<file path="src/rtl/wb_port_arbiter.sv">
// Register-file write-port arbiter: the WB pipeline has priority, and long-latency results queue in a FIFO.
// A starvation counter forces a FIFO drain by stalling the pipeline for one cycle.
module wb_port_arbiter #(
  parameter int unsigned FIFO_DEPTH = 2,
  parameter int unsigned STARVE_MAX = 4
) (
  input  logic        clk,
  input  logic        rst,
  input  logic [4:0]  pipe_waddr_i,
  input  logic [63:0] pipe_wdata_i,
  input  logic        pipe_wen_i,
  output logic        pipe_stall_o,
  input  logic        lu_valid_i,
  output logic        lu_ready_o,
  input  logic [4:0]  lu_waddr_i,
  input  logic [63:0] lu_wdata_i,
  output logic [4:0]  reg_waddr_o,
  output logic [63:0] reg_wdata_o,
  output logic        reg_wen_o
);

  localparam int unsigned AW    = 5;
  localparam int unsigned DW    = 64;
  localparam int unsigned PTR_W = $clog2(FIFO_DEPTH);
  localparam int unsigned CNT_W = PTR_W + 1;
  localparam int unsigned STV_W = $clog2(STARVE_MAX + 1);

  typedef struct packed {
    logic [AW-1:0] waddr;
    logic [DW-1:0] wdata;
  } wr_req_t;

  wr_req_t          mem_q [FIFO_DEPTH];
  logic [PTR_W-1:0] wr_ptr_q, wr_ptr_d;
  logic [PTR_W-1:0] rd_ptr_q, rd_ptr_d;
  logic [CNT_W-1:0] count_q, count_d;
  logic [STV_W-1:0] starve_q, starve_d;
  logic [AW-1:0]    reg_waddr_q, reg_waddr_d;
  logic [DW-1:0]    reg_wdata_q, reg_wdata_d;
  logic             reg_wen_q, reg_wen_d;

  logic    pipe_req, fifo_nonempty, force_fifo;
  logic    grant_pipe, grant_fifo, push;
  wr_req_t head;

  // Arbitration is evaluated on the registered FIFO state only.
  always_comb begin
    pipe_req      = pipe_wen_i && (pipe_waddr_i != '0);
    fifo_nonempty = (count_q != '0);
    force_fifo    = fifo_nonempty && (starve_q == STV_W'(STARVE_MAX));
    grant_pipe    = pipe_req && !force_fifo;
    grant_fifo    = !grant_pipe && fifo_nonempty;
    push          = lu_valid_i && lu_ready_o && (lu_waddr_i != '0);
    head          = mem_q[rd_ptr_q];
  end

  assign lu_ready_o   = (count_q < CNT_W'(FIFO_DEPTH));
  assign pipe_stall_o = pipe_req && force_fifo;

  // Next-state for FIFO bookkeeping, starvation counter and output register.
  always_comb begin
    wr_ptr_d    = wr_ptr_q;
    rd_ptr_d    = rd_ptr_q;
    count_d     = count_q;
    starve_d    = starve_q;
    reg_wen_d   = 1'b0;
    reg_waddr_d = reg_waddr_q;
    reg_wdata_d = reg_wdata_q;

    if (push) begin
      wr_ptr_d = wr_ptr_q + PTR_W'(1);
    end
    if (grant_fifo) begin
      rd_ptr_d = rd_ptr_q + PTR_W'(1);
    end
    case ({push, grant_fifo})
      2'b10:   count_d = count_q + CNT_W'(1);
      2'b01:   count_d = count_q - CNT_W'(1);
      default: count_d = count_q;
    endcase

    if (!fifo_nonempty || grant_fifo) begin
      starve_d = '0;
    end else if (starve_q != STV_W'(STARVE_MAX)) begin
      starve_d = starve_q + STV_W'(1);
    end

    if (grant_pipe) begin
      reg_wen_d   = 1'b1;
      reg_waddr_d = pipe_waddr_i;
      reg_wdata_d = pipe_wdata_i;
    end else if (grant_fifo) begin
      reg_wen_d   = 1'b1;
      reg_waddr_d = head.waddr;
      reg_wdata_d = head.wdata;
    end
  end

  always_ff @(posedge clk or negedge rst) begin
    if (!rst) begin
      wr_ptr_q    <= '0;
      rd_ptr_q    <= '0;
      count_q     <= '0;
      starve_q    <= '0;
      reg_wen_q   <= 1'b0;
      reg_waddr_q <= '0;
      reg_wdata_q <= '0;
    end else begin
      wr_ptr_q    <= wr_ptr_d;
      rd_ptr_q    <= rd_ptr_d;
      count_q     <= count_d;
      starve_q    <= starve_d;
      reg_wen_q   <= reg_wen_d;
      reg_waddr_q <= reg_waddr_d;
      reg_wdata_q <= reg_wdata_d;
    end
  end

  // Storage needs no reset; validity is tracked by the pointers and count.
  always_ff @(posedge clk) begin
    if (push) begin
      mem_q[wr_ptr_q] <= '{waddr: lu_waddr_i, wdata: lu_wdata_i};
    end
  end

  assign reg_wen_o   = reg_wen_q;
  assign reg_waddr_o = reg_waddr_q;
  assign reg_wdata_o = reg_wdata_q;

endmodule

</file>
<file path="config.mk">
export PLATFORM = sky130hd
export DESIGN_NAME = wb_port_arbiter
export DESIGN_NICKNAME = d
export VERILOG_FILES = /design/src/rtl/wb_port_arbiter.sv
export SDC_FILE = /design/constraint.sdc
export NUM_CORES = 1
export LEC_CHECK = 0
export BUFFER_PORTS_ARGS = -buffer_cell sky130_fd_sc_hd__buf_2
export CAP_MARGIN = 20
export CORE_MARGIN = 2
export CORE_UTILIZATION = 48
export DETAILED_ROUTE_END_ITERATION = 6
export PLACE_DENSITY = 0.76
export RECOVER_POWER = 25
export SLEW_MARGIN = 20
export SYNTH_ARGS = -nofsm -noshare
export SYNTH_HDL_FRONTEND = slang
export SYNTH_SLANG_ARGS = --single-unit
</file>
<file path="constraint.sdc">
create_clock -name clk -period 4.2 [get_ports clk]
set_input_delay 0.63 -clock clk [delete_from_list [all_inputs] [get_ports clk]]
set_output_delay 0.63 -clock clk [all_outputs]
set_load 0.005 [all_outputs]
</file>
==> metrics.yaml <==
cp_cell_sequence: "inv_1 > ha_1 > nand2_4 > nor3_1 > buf_2"
synth-seq-cells: 215
slew-limit-headroom: 0.322
setup_tns_ps: 0
fin_cells: 952
wl_um: 19000
worst-r2r-setup-slack_ps: 1590
hold_path.class: "input pin to async pin"
routedWlPerCell_um: 20.0
dr_wl_met3_um: 1090
drv_slew: 0
fin_util: 0.610
clock-sinks: 215
cts-buffers-inserted: 22
worstReg2RegStart: "starve_q[0]$_DFFE_PN0P_"
clock_latency_ps: 490
cp_slowest_cell: "nand2_4"
initial_core_util: 0.494
power_density_nw_per_um2: 658
slowest_delay_ps: 510
rsz0062_at_grt: "no"
fmaxAchievable_ghz: 0.346
detail_route.vias_per_cell: 5.67
area_delta_synth_final_pct: 23.4
syn_area_per_cell_um2: 17.2
yosysWarnings: 0
fp.dieH_um: 138
ys_seq_area_frac: 0.705
startpoint_type: "flop"
synth_cells: 502
antenna_found_initial: 3
cts_setup_buffers: 0
drc: 0
portBuffers: 213
grt_pass1_vias: 5664
vias: 5394
critPathArrivalTime_ps: 2260
drive_gt1_frac: 0.390
clk_path_buf_depth: 3
netlist_area_um2: 8610
design_area_um2: 10600
setup_violations: 0
cts.htree.levels: 1
grt.overflow.total: 0
crit_type: "flop to primary output"
fp.dieArea_um2: 19000
core_um2: 17400
skew_ps: 14.3
cts_tree: "built"
timing.final.crit_period_ps: 2890
postSynthNetCount: 647
r2r_cells: 8
ir_drop_uv: 391
dpl_cell_area_um2: 9880
rr_endpoint: "count_q[1]$_DFFE_PN0P_"
cp-startpoint: "starve_q[0]$_DFFE_PN0P_"
die_w_um: 138
leakage_uw: 0.00426
initialDrtViolationCount: 291
path_buf_inv: 2
dr_wl_met2_um: 9850
path_clk_slew_ps: 60
yosysUniqueCellTypes: 29
status: "completed"
worstPathRequired_ps: 3570
min_period_over_period: 0.688
firstDrtPassIters: 5
nNetsFinal: 852
maxCapViolCount: 0
dp_hpwl_um: 12600
path_delay_family: "simple AND/OR/NAND/NOR gates"
final_hold_viol_count: 0
holdBufCountCts: 0
clockRootBuffer: "clkbuf_16"
dpl.cell_count: 908
worst_slew_pin_slew_ps: 1020
end_kind: "primary output"
crit_fanout: 68
top_layer: "met4"
place_congestion: 0.855
postRouteAntennaNets: 0
io_pins: 214
grt_max_degree: 78
hold-worst-slack_ps: 188
cts-resized-gates: 0
met1Wirelength_um: 7540
grt_usage: 0.199
grt_pass1_wl_um: 29300
fp-row-count: 48
worst reg2reg max path, stage by stage, from the launching register on:
cell and delay, ps:
dfrtp_1 370, inv_1 50, ha_1 270, nand2_4 690, a21o_1 480, inv_1 80, ha_1 330, nor2_1 140
xnor2_1 120
synthesized netlist by cell type (all sizes together):
cell | n | area share
a221o | 64 | 0.074
a22oi | 5 | 0.0044
clkbuf | 19 | 0.0083
a31oi | 1 | 0.0015
dfrtp | 77 | 0.22
buf | 23 | 0.016
or3 | 1 | 0.00073
nor3 | 2 | 0.0012
o21ai | 6 | 0.0039
a21o | 1 | 0.00087
nand3 | 1 | 0.00058
edfxtp | 138 | 0.48
ha | 3 | 0.0044
o211ai | 1 | 0.00087
xnor2 | 5 | 0.0051
nor2 | 7 | 0.0031
o21a | 2 | 0.0017
or2 | 1 | 0.00073
a211oi | 64 | 0.078
nand2 | 1 | 0.00044
mux2i | 70 | 0.081
or4 | 2 | 0.0022
inv | 7 | 0.0031
o31ai | 1 | 0.0025
per-layer routing:
metal | GRT usage | vias to the layer above
met1 | 0.246 | 2670
met5 | 0 | -
li1 | - | 2493
met3 | 0.0347 | 41
met4 | 0.0811 | 0
met2 | 0.347 | 190
metrics by stage:
step / power (uW) / worst slack (ps)
2_1_floorplan: 4330 / -78.0
3_3_place_gp: 4930 / 1290
3_5_place_dp: 5030 / 1270
4_1_cts: 7070 / 1210
5_1_grt: 7350 / 1080
6_report: 6990 / 1310
registers in the layout (all words and copies together), names as in the netlist:
signal / count
mem_q: 138
reg_wdata_o: 64
reg_waddr_o: 5
starve_q: 3
count_q: 2
rd_ptr_q: 1
reg_wen_o: 1
wr_ptr_q: 1
kinds of logic after synthesis:
kind of cell,count (synthesis),share of synthesized area
fa+ha+maj,3,0.00436
buf+inv,49,0.0269
compound gates,145,0.169
xor+xnor,5,0.00508
simple gates,15,0.00886
mux,70,0.0814
flops,215,0.705
worst max-delay path by stage:
stage / endpoint / slack [ps] / cells past startpoint
floorplan: mem_q[0][0]$_DFFE_PP_ / -80 / 3
global placement: count_q[1]$_DFFE_PN0P_ / 1290 / 8
detailed placement: count_q[1]$_DFFE_PN0P_ / 1270 / 8
CTS: pipe_stall_o / 1210 / 5
global route: pipe_stall_o / 1080 / 5
finish: pipe_stall_o / 1310 / 5
layout make-up:
type	instances	area, um2
sequential	215	6070
timing repair buffer	223	1110
clock buffer	29	638
multi-input combinational	238	2360
inverter	7	26.3
antenna	4	10.0
fill	1349	6790
tap	225	282
clock inverter	11	134
cell usage in the layout, fill, tap and decap left out, drive strengths merged, types with 2 or more instances in the layout:
cell type	Yosys	routed
a211oi	64	64
a221o	64	64
a22oi	5	5
buf	23	194
bufinv	0	3
clkbuf	19	58
clkinv	0	6
dfrtp	77	77
diode	0	4
edfxtp	138	138
ha	3	3
inv	7	8
mux2i	70	70
nor2	7	7
nor3	2	2
o21a	2	2
o21ai	6	6
or4	2	2
xnor2	5	5
power by group:
part	internal [uW]	switching, uW	total [uW]	leakage, uW
Sequential	2830	364	3190	0.00220
Clock	1250	779	2030	0.000385
Combinational	836	935	1770	0.00168
Total	4920	2080	6990	0.00426
Note: power is estimated with default switching activity, not from simulation.
